File: src/rtl/systolic_pkg.sv
// Shared defaults and feeder types for the systolic array and its skew feeder.
package systolic_pkg;

   localparam int unsigned N_DEF          = 4;
   localparam int unsigned DATA_WIDTH_DEF = 8;
   localparam int unsigned ACC_WIDTH_DEF  = 2 * DATA_WIDTH_DEF + $clog2(N_DEF);
   localparam int unsigned FEED_CYCLES    = 3 * N_DEF - 2;
   localparam int unsigned DRAIN_CYCLES   = N_DEF;

   typedef enum logic [1:0] {
      LOAD  = 2'd0,
      FEED  = 2'd1,
      DRAIN = 2'd2,
      DONE  = 2'd3
   } feeder_state_e;

   // Number of skewed feed cycles for an n x n tile.
   function automatic int unsigned feed_cycles(input int unsigned n);
      return 3 * n - 2;
   endfunction

endpackage

File: src/rtl/systolic_skew_feeder_tile_buffer.sv
// A/B tile storage: row-wise A writes, column-wise B writes, skewed combinational read at index rd_t.
module tile_buffer #(
   parameter int unsigned N          = systolic_pkg::N_DEF,
   parameter int unsigned DATA_WIDTH = systolic_pkg::DATA_WIDTH_DEF,
   parameter int unsigned IW         = (N > 1) ? $clog2(N) : 1,
   parameter int unsigned TW         = $clog2(3 * N - 2)
) (
   input  logic                    clk,
   input  logic                    we,
   input  logic [IW-1:0]           widx,
   input  logic [N*DATA_WIDTH-1:0] a_row,
   input  logic [N*DATA_WIDTH-1:0] b_col,
   input  logic [TW-1:0]           rd_t,
   output logic [N*DATA_WIDTH-1:0] skew_a_c,
   output logic [N*DATA_WIDTH-1:0] skew_b_c
);

   logic [DATA_WIDTH-1:0] a_mem [N][N];
   logic [DATA_WIDTH-1:0] b_mem [N][N];
   int                    k;

   always_ff @(posedge clk) begin
      if (we) begin
         for (int e = 0; e < int'(N); e++) begin
            a_mem[widx][IW'(e)] <= a_row[e*DATA_WIDTH +: DATA_WIDTH];
            b_mem[IW'(e)][widx] <= b_col[e*DATA_WIDTH +: DATA_WIDTH];
         end
      end
   end

   // Lane i reads element t-i; the beat being written this cycle bypasses the storage.
   always_comb begin
      skew_a_c = '0;
      skew_b_c = '0;
      k        = 0;
      for (int i = 0; i < int'(N); i++) begin
         k = int'(rd_t) - i;
         if (k >= 0 && k < int'(N)) begin
            skew_a_c[i*DATA_WIDTH +: DATA_WIDTH] = (we && widx == IW'(i)) ?
               a_row[k*DATA_WIDTH +: DATA_WIDTH] : a_mem[IW'(i)][IW'(k)];
            skew_b_c[i*DATA_WIDTH +: DATA_WIDTH] = (we && widx == IW'(i)) ?
               b_col[k*DATA_WIDTH +: DATA_WIDTH] : b_mem[IW'(k)][IW'(i)];
         end
      end
   end

endmodule

File: src/rtl/systolic_skew_feeder.sv
// Loads one A/B tile, streams it diagonally skewed into the systolic array, drains, then pulses done.
module systolic_skew_feeder
   import systolic_pkg::*;
#(
   parameter int unsigned N          = N_DEF,
   parameter int unsigned DATA_WIDTH = DATA_WIDTH_DEF
) (
   input  logic                    clk,
   input  logic                    rst,
   input  logic                    load_valid,
   output logic                    load_ready,
   input  logic [N*DATA_WIDTH-1:0] load_a_row,
   input  logic [N*DATA_WIDTH-1:0] load_b_col,
   output logic [N*DATA_WIDTH-1:0] feed_a,
   output logic [N*DATA_WIDTH-1:0] feed_b,
   output logic                    busy,
   output logic                    done
);

   localparam int unsigned   IW       = (N > 1) ? $clog2(N) : 1;
   localparam int unsigned   TW       = $clog2(feed_cycles(N));
   localparam int unsigned   W        = N * DATA_WIDTH;
   localparam logic [TW-1:0] T_LAST   = TW'(feed_cycles(N) - 1);
   localparam logic [IW-1:0] CNT_LAST = IW'(N - 1);

   feeder_state_e state, next_state;
   logic [IW-1:0] beat_cnt, drain_cnt;
   logic [TW-1:0] t, rd_t;
   logic [W-1:0]  skew_a, skew_b, feed_a_d, feed_b_d;
   logic          accept, load_ready_d, busy_d, done_d;

   assign accept = load_valid & load_ready;

   tile_buffer #(
      .N          (N),
      .DATA_WIDTH (DATA_WIDTH),
      .IW         (IW),
      .TW         (TW)
   ) u_buf (
      .clk      (clk),
      .we       (accept),
      .widx     (beat_cnt),
      .a_row    (load_a_row),
      .b_col    (load_b_col),
      .rd_t     (rd_t),
      .skew_a_c (skew_a),
      .skew_b_c (skew_b)
   );

   always_ff @(posedge clk or posedge rst) begin
      if (rst) state <= LOAD;
      else     state <= next_state;
   end

   always_comb begin
      next_state = state;
      case (state)
         LOAD:    if (accept && beat_cnt == CNT_LAST) next_state = FEED;
         FEED:    if (t == T_LAST) next_state = DRAIN;
         DRAIN:   if (drain_cnt == CNT_LAST) next_state = DONE;
         DONE:    next_state = LOAD;
         default: next_state = LOAD;
      endcase
   end

   // Next-cycle output values; the skew read looks one step ahead of the registered t.
   always_comb begin
      rd_t         = '0;
      feed_a_d     = '0;
      feed_b_d     = '0;
      load_ready_d = (next_state == LOAD);
      busy_d       = (next_state == FEED) || (next_state == DRAIN);
      done_d       = (next_state == DONE);
      if (state == FEED) rd_t = t + TW'(1);
      if (next_state == FEED) begin
         feed_a_d = skew_a;
         feed_b_d = skew_b;
      end
   end

   always_ff @(posedge clk or posedge rst) begin
      if (rst) begin
         beat_cnt   <= '0;
         t          <= '0;
         drain_cnt  <= '0;
         feed_a     <= '0;
         feed_b     <= '0;
         busy       <= 1'b0;
         done       <= 1'b0;
         load_ready <= 1'b1;
      end else begin
         feed_a     <= feed_a_d;
         feed_b     <= feed_b_d;
         busy       <= busy_d;
         done       <= done_d;
         load_ready <= load_ready_d;
         case (state)
            LOAD: begin
               if (accept) beat_cnt <= (beat_cnt == CNT_LAST) ? '0 : beat_cnt + IW'(1);
               t <= '0;
            end
            FEED: begin
               t         <= (t == T_LAST) ? '0 : t + TW'(1);
               drain_cnt <= '0;
            end
            DRAIN: drain_cnt <= (drain_cnt == CNT_LAST) ? '0 : drain_cnt + IW'(1);
            default: ;
         endcase
      end
   end

endmodule

File: config.mk
export PLATFORM = sky130hd
export DESIGN_NAME = systolic_skew_feeder
export DESIGN_NICKNAME = d
export VERILOG_FILES = /design/src/rtl/systolic_pkg.sv /design/src/rtl/systolic_skew_feeder_tile_buffer.sv /design/src/rtl/systolic_skew_feeder.sv
export SDC_FILE = /design/constraint.sdc
export NUM_CORES = 1
export LEC_CHECK = 0
export ABC_AREA = 1
export BUFFER_PORTS_ARGS = -buffer_cell sky130_fd_sc_hd__buf_2
export CORE_MARGIN = 5
export CORE_UTILIZATION = 60
export DETAILED_ROUTE_END_ITERATION = 8
export GPL_ROUTABILITY_DRIVEN = 1
export GPL_TIMING_DRIVEN = 0
export PLACE_DENSITY = 0.86
export SLEW_MARGIN = 10
export SYNTH_ARGS = -nofsm -noshare
export SYNTH_HDL_FRONTEND = slang
export SYNTH_SLANG_ARGS = --single-unit
File: constraint.sdc
create_clock -name clk -period 4.3 [get_ports clk]
set_input_delay 0.43 -clock clk [delete_from_list [all_inputs] [get_ports clk]]
set_output_delay 0.43 -clock clk [all_outputs]
set_load 0.005 [all_outputs]
==> flow_metrics.tcl <==
set metrics [dict create \
    worstHoldPathCells 1 \
    grt_max_degree 58 \
    postSynth.asyncResetShare 0.376 \
    critical_path.endpoint_type "flop" \
    internal-power_mw 4.86 \
    switching_power_mw 4.04 \
    crit_arrival_ns 4.37 \
    min_period_ns 3.95 \
    cp_max_fo 10 \
    syn_to_final_growth_pct 17.1 \
    postRouteAntennaNets 0 \
    pre_cts_ws_ns 0.650 \
    yosysSeqAreaShare 0.584 \
    clock_path_buffers 3 \
    drv_slew 0 \
    critPathRequiredTime_ns 4.72 \
    layout-drive-gt1-share 0.180 \
    cts_buffers 21 \
    seq_power_share 0.289 \
    fin_skew_ns 0.0179 \
    grt_use_met1 0.378 \
    antenna_found_initial 2 \
    cts_tree "done" \
    design.portCount 134 \
    start_util 0.605 \
    htreeDepth 1 \
    layout_commonest_cell "nand2_1" \
    yosysWarningCount 0 \
    numClockSinks 205 \
    start_kind "flop" \
    hold_path_class "in2reg" \
    grtUsageMet2 0.456 \
    period_share 0.919 \
    synthCells 1077 \
    relSlewSlack 0.361 \
    p_leak_nw 5.43 \
    grt_remaining_overflow 0 \
    p_sw_frac 0.454 \
    max_cap_viol_count 0 \
    die_h_um 138 \
    path_class "reg2reg" \
    avgSynthCellArea_um2 9.18 \
    gr-max-usage-layer "met2" \
    clk_latency_ns 0.50 \
    peakVddDrop_v 0.000545 \
    r2r_cells 13 \
    ys_seq_elements 205 \
    setup_viol_count_final 0 \
    synthesis.nets 1163 \
    tightest_slew_ns 0.959 \
    tns_ns 0 \
    fp.dieArea_um2 19200 \
    dp_hpwl_um 19700 \
    rsz0062_at_grt "false" \
    max_freq_mhz 253 \
    p_comb_frac 0.506 \
    layout_setup_ws_ns 0.347 \
    yosys_most_used_dff "edfxtp_1" \
    drt-wirelength-per-cell_um 19.5 \
    drc 0 \
    drtIter0Drc 1466 \
    firstDrtPassIters 6 \
    ys_types 33 \
    status "finished, final reports clean" \
    wl_um 28800 \
    cts.reportedPaths.clkPinSlew_ns 0.06 \
    synth_area_um2 9890 \
    die_w_um 138 \
    row_count 47 \
    pwr_density_cell_nw_per_um2 769 \
    viasPerCell 5.91 \
    track_usage 0.289 \
    clock-root-buffer "clkbuf_16" \
    finalHoldViolCount 0 \
    final_nets 1322 \
    globalRouteMet3Util 0.0718 \
    clkPwrFrac 0.205 \
    gp_congestion 0.954 \
    io_buffers 133 \
    grt_pass1_vias 8357 \
    grt_pass1_wl_um 44200 \
    synth-edff-count 128 \
    final_cell_mix "nand2_1 (299), buf_2 (154), edfxtp_1 (128)" \
    core_um2 16300 \
    vias 8698 \
]
==> cells in the mapped netlist, drive strengths merged (7+ instances only) <==
cell,instances,share of area
a21oi,36,0.018
buf,40,0.027
clkbuf,18,0.0068
clkinv,7,0.0027
dfrtp,76,0.19
edfxtp,128,0.39
ha,19,0.024
inv,87,0.033
mux2i,11,0.011
nand2,301,0.11
nand3,108,0.059
nor2,114,0.045
o211ai,19,0.015
o21ai,92,0.047
==> worst paths after layout <==
check / startpoint / to / slack, ns
max: state[1] / feed_b[9] / 0.35
min: load_b_col[27] / u_buf.b_mem[3][27] / 0.14
max reg2reg: state[1] / feed_b[9] / 0.35
min reg2reg: drain_cnt[1] / drain_cnt[1] / 0.56
max in group asynchronous: rst / load_ready / 3.15
min in group asynchronous: rst / feed_a[30] / 0.49
==> state kept, by name (all words and copies together), names as in the netlist, 2 cells and up <==
register	flops
u_buf.b_mem	64
drain_cnt	2
state	2
feed_a	32
feed_b	32
u_buf.a_mem	64
t	4
beat_cnt	2
==> stage by stage <==
stage	hold slack (ns)	instance area, µm²	std cells	total power, mW	utilization
2_1_floorplan	0.514	9890	1077	5.51	-
3_3_place_gp	0.534	10800	1430	6.75	0.662
3_5_place_dp	0.474	10900	1432	6.88	0.665
4_1_cts	0.135	11600	1470	8.74	0.708
5_1_grt	0.133	11600	1472	9.36	0.708
6_report	0.144	11600	1472	8.91	0.708
==> worst max-delay path, cell delays in order (launching register included) <==
cell      delay, ns
dfrtp_1        0.38
inv_1          0.07
ha_1           0.19
buf_4          0.17
nand2_1        0.12
clkinv_1       0.30
clkbuf_1       0.40
ha_1           0.41
clkbuf_1       0.50
clkbuf_1       0.66
o211ai_1       0.28
nand3_1        0.16
nand3_1        0.09
nor2_1         0.14
==> power groups by stage <==
stage / Sequential [mW] / Combinational (mW) / Clock, mW
finish: 2.57 / 4.51 / 1.83
detailed placement: 2.61 / 4.28 / 0
CTS: 2.57 / 4.34 / 1.83
floorplan: 2.62 / 2.89 / 0
global route: 2.60 / 4.84 / 1.92
global placement: 2.61 / 4.15 / 0
==> repair_timing <==
| item | CTS | global route |
|---|---|---|
| hold endpoints to repair | 32 | 0 |
| hold buffers | 1 | 0 |
| setup endpoints to repair | 0 | 0 |
| setup buffers | 0 | 0 |
| gates resized for setup | 0 | 0 |
==> per-layer routing <==
metal,vias up,wire length (µm)
li1,3886,-
met5,-,0
met3,180,3980
met4,0,1750
met1,3905,9970
met2,727,13100
==> cells by family after synthesis <==
family                     count (synthesis)  share of synthesized area
AOI/OAI and AO/OA                        158                     0.0877
xor gates and xnor gates                   2                    0.00177
adders and majority gates                 19                     0.0240
buffers and inverters                    152                     0.0691
DFF                                      205                      0.584
muxes                                     11                     0.0111
and+or+nand+nor                          530                      0.223
==> area by class of cell <==
type,count,area [µm²]
plain buffers,58,335
diodes,2,5.00
clock buffers,30,599
repair buffers,136,716
inverters,94,355
flip-flops and latches,205,5770
fillers,1161,4770
clock inverters,7,88.8
well taps,220,275
multi-input cells,720,3430
Note: power is estimated with default switching activity, not from simulation.
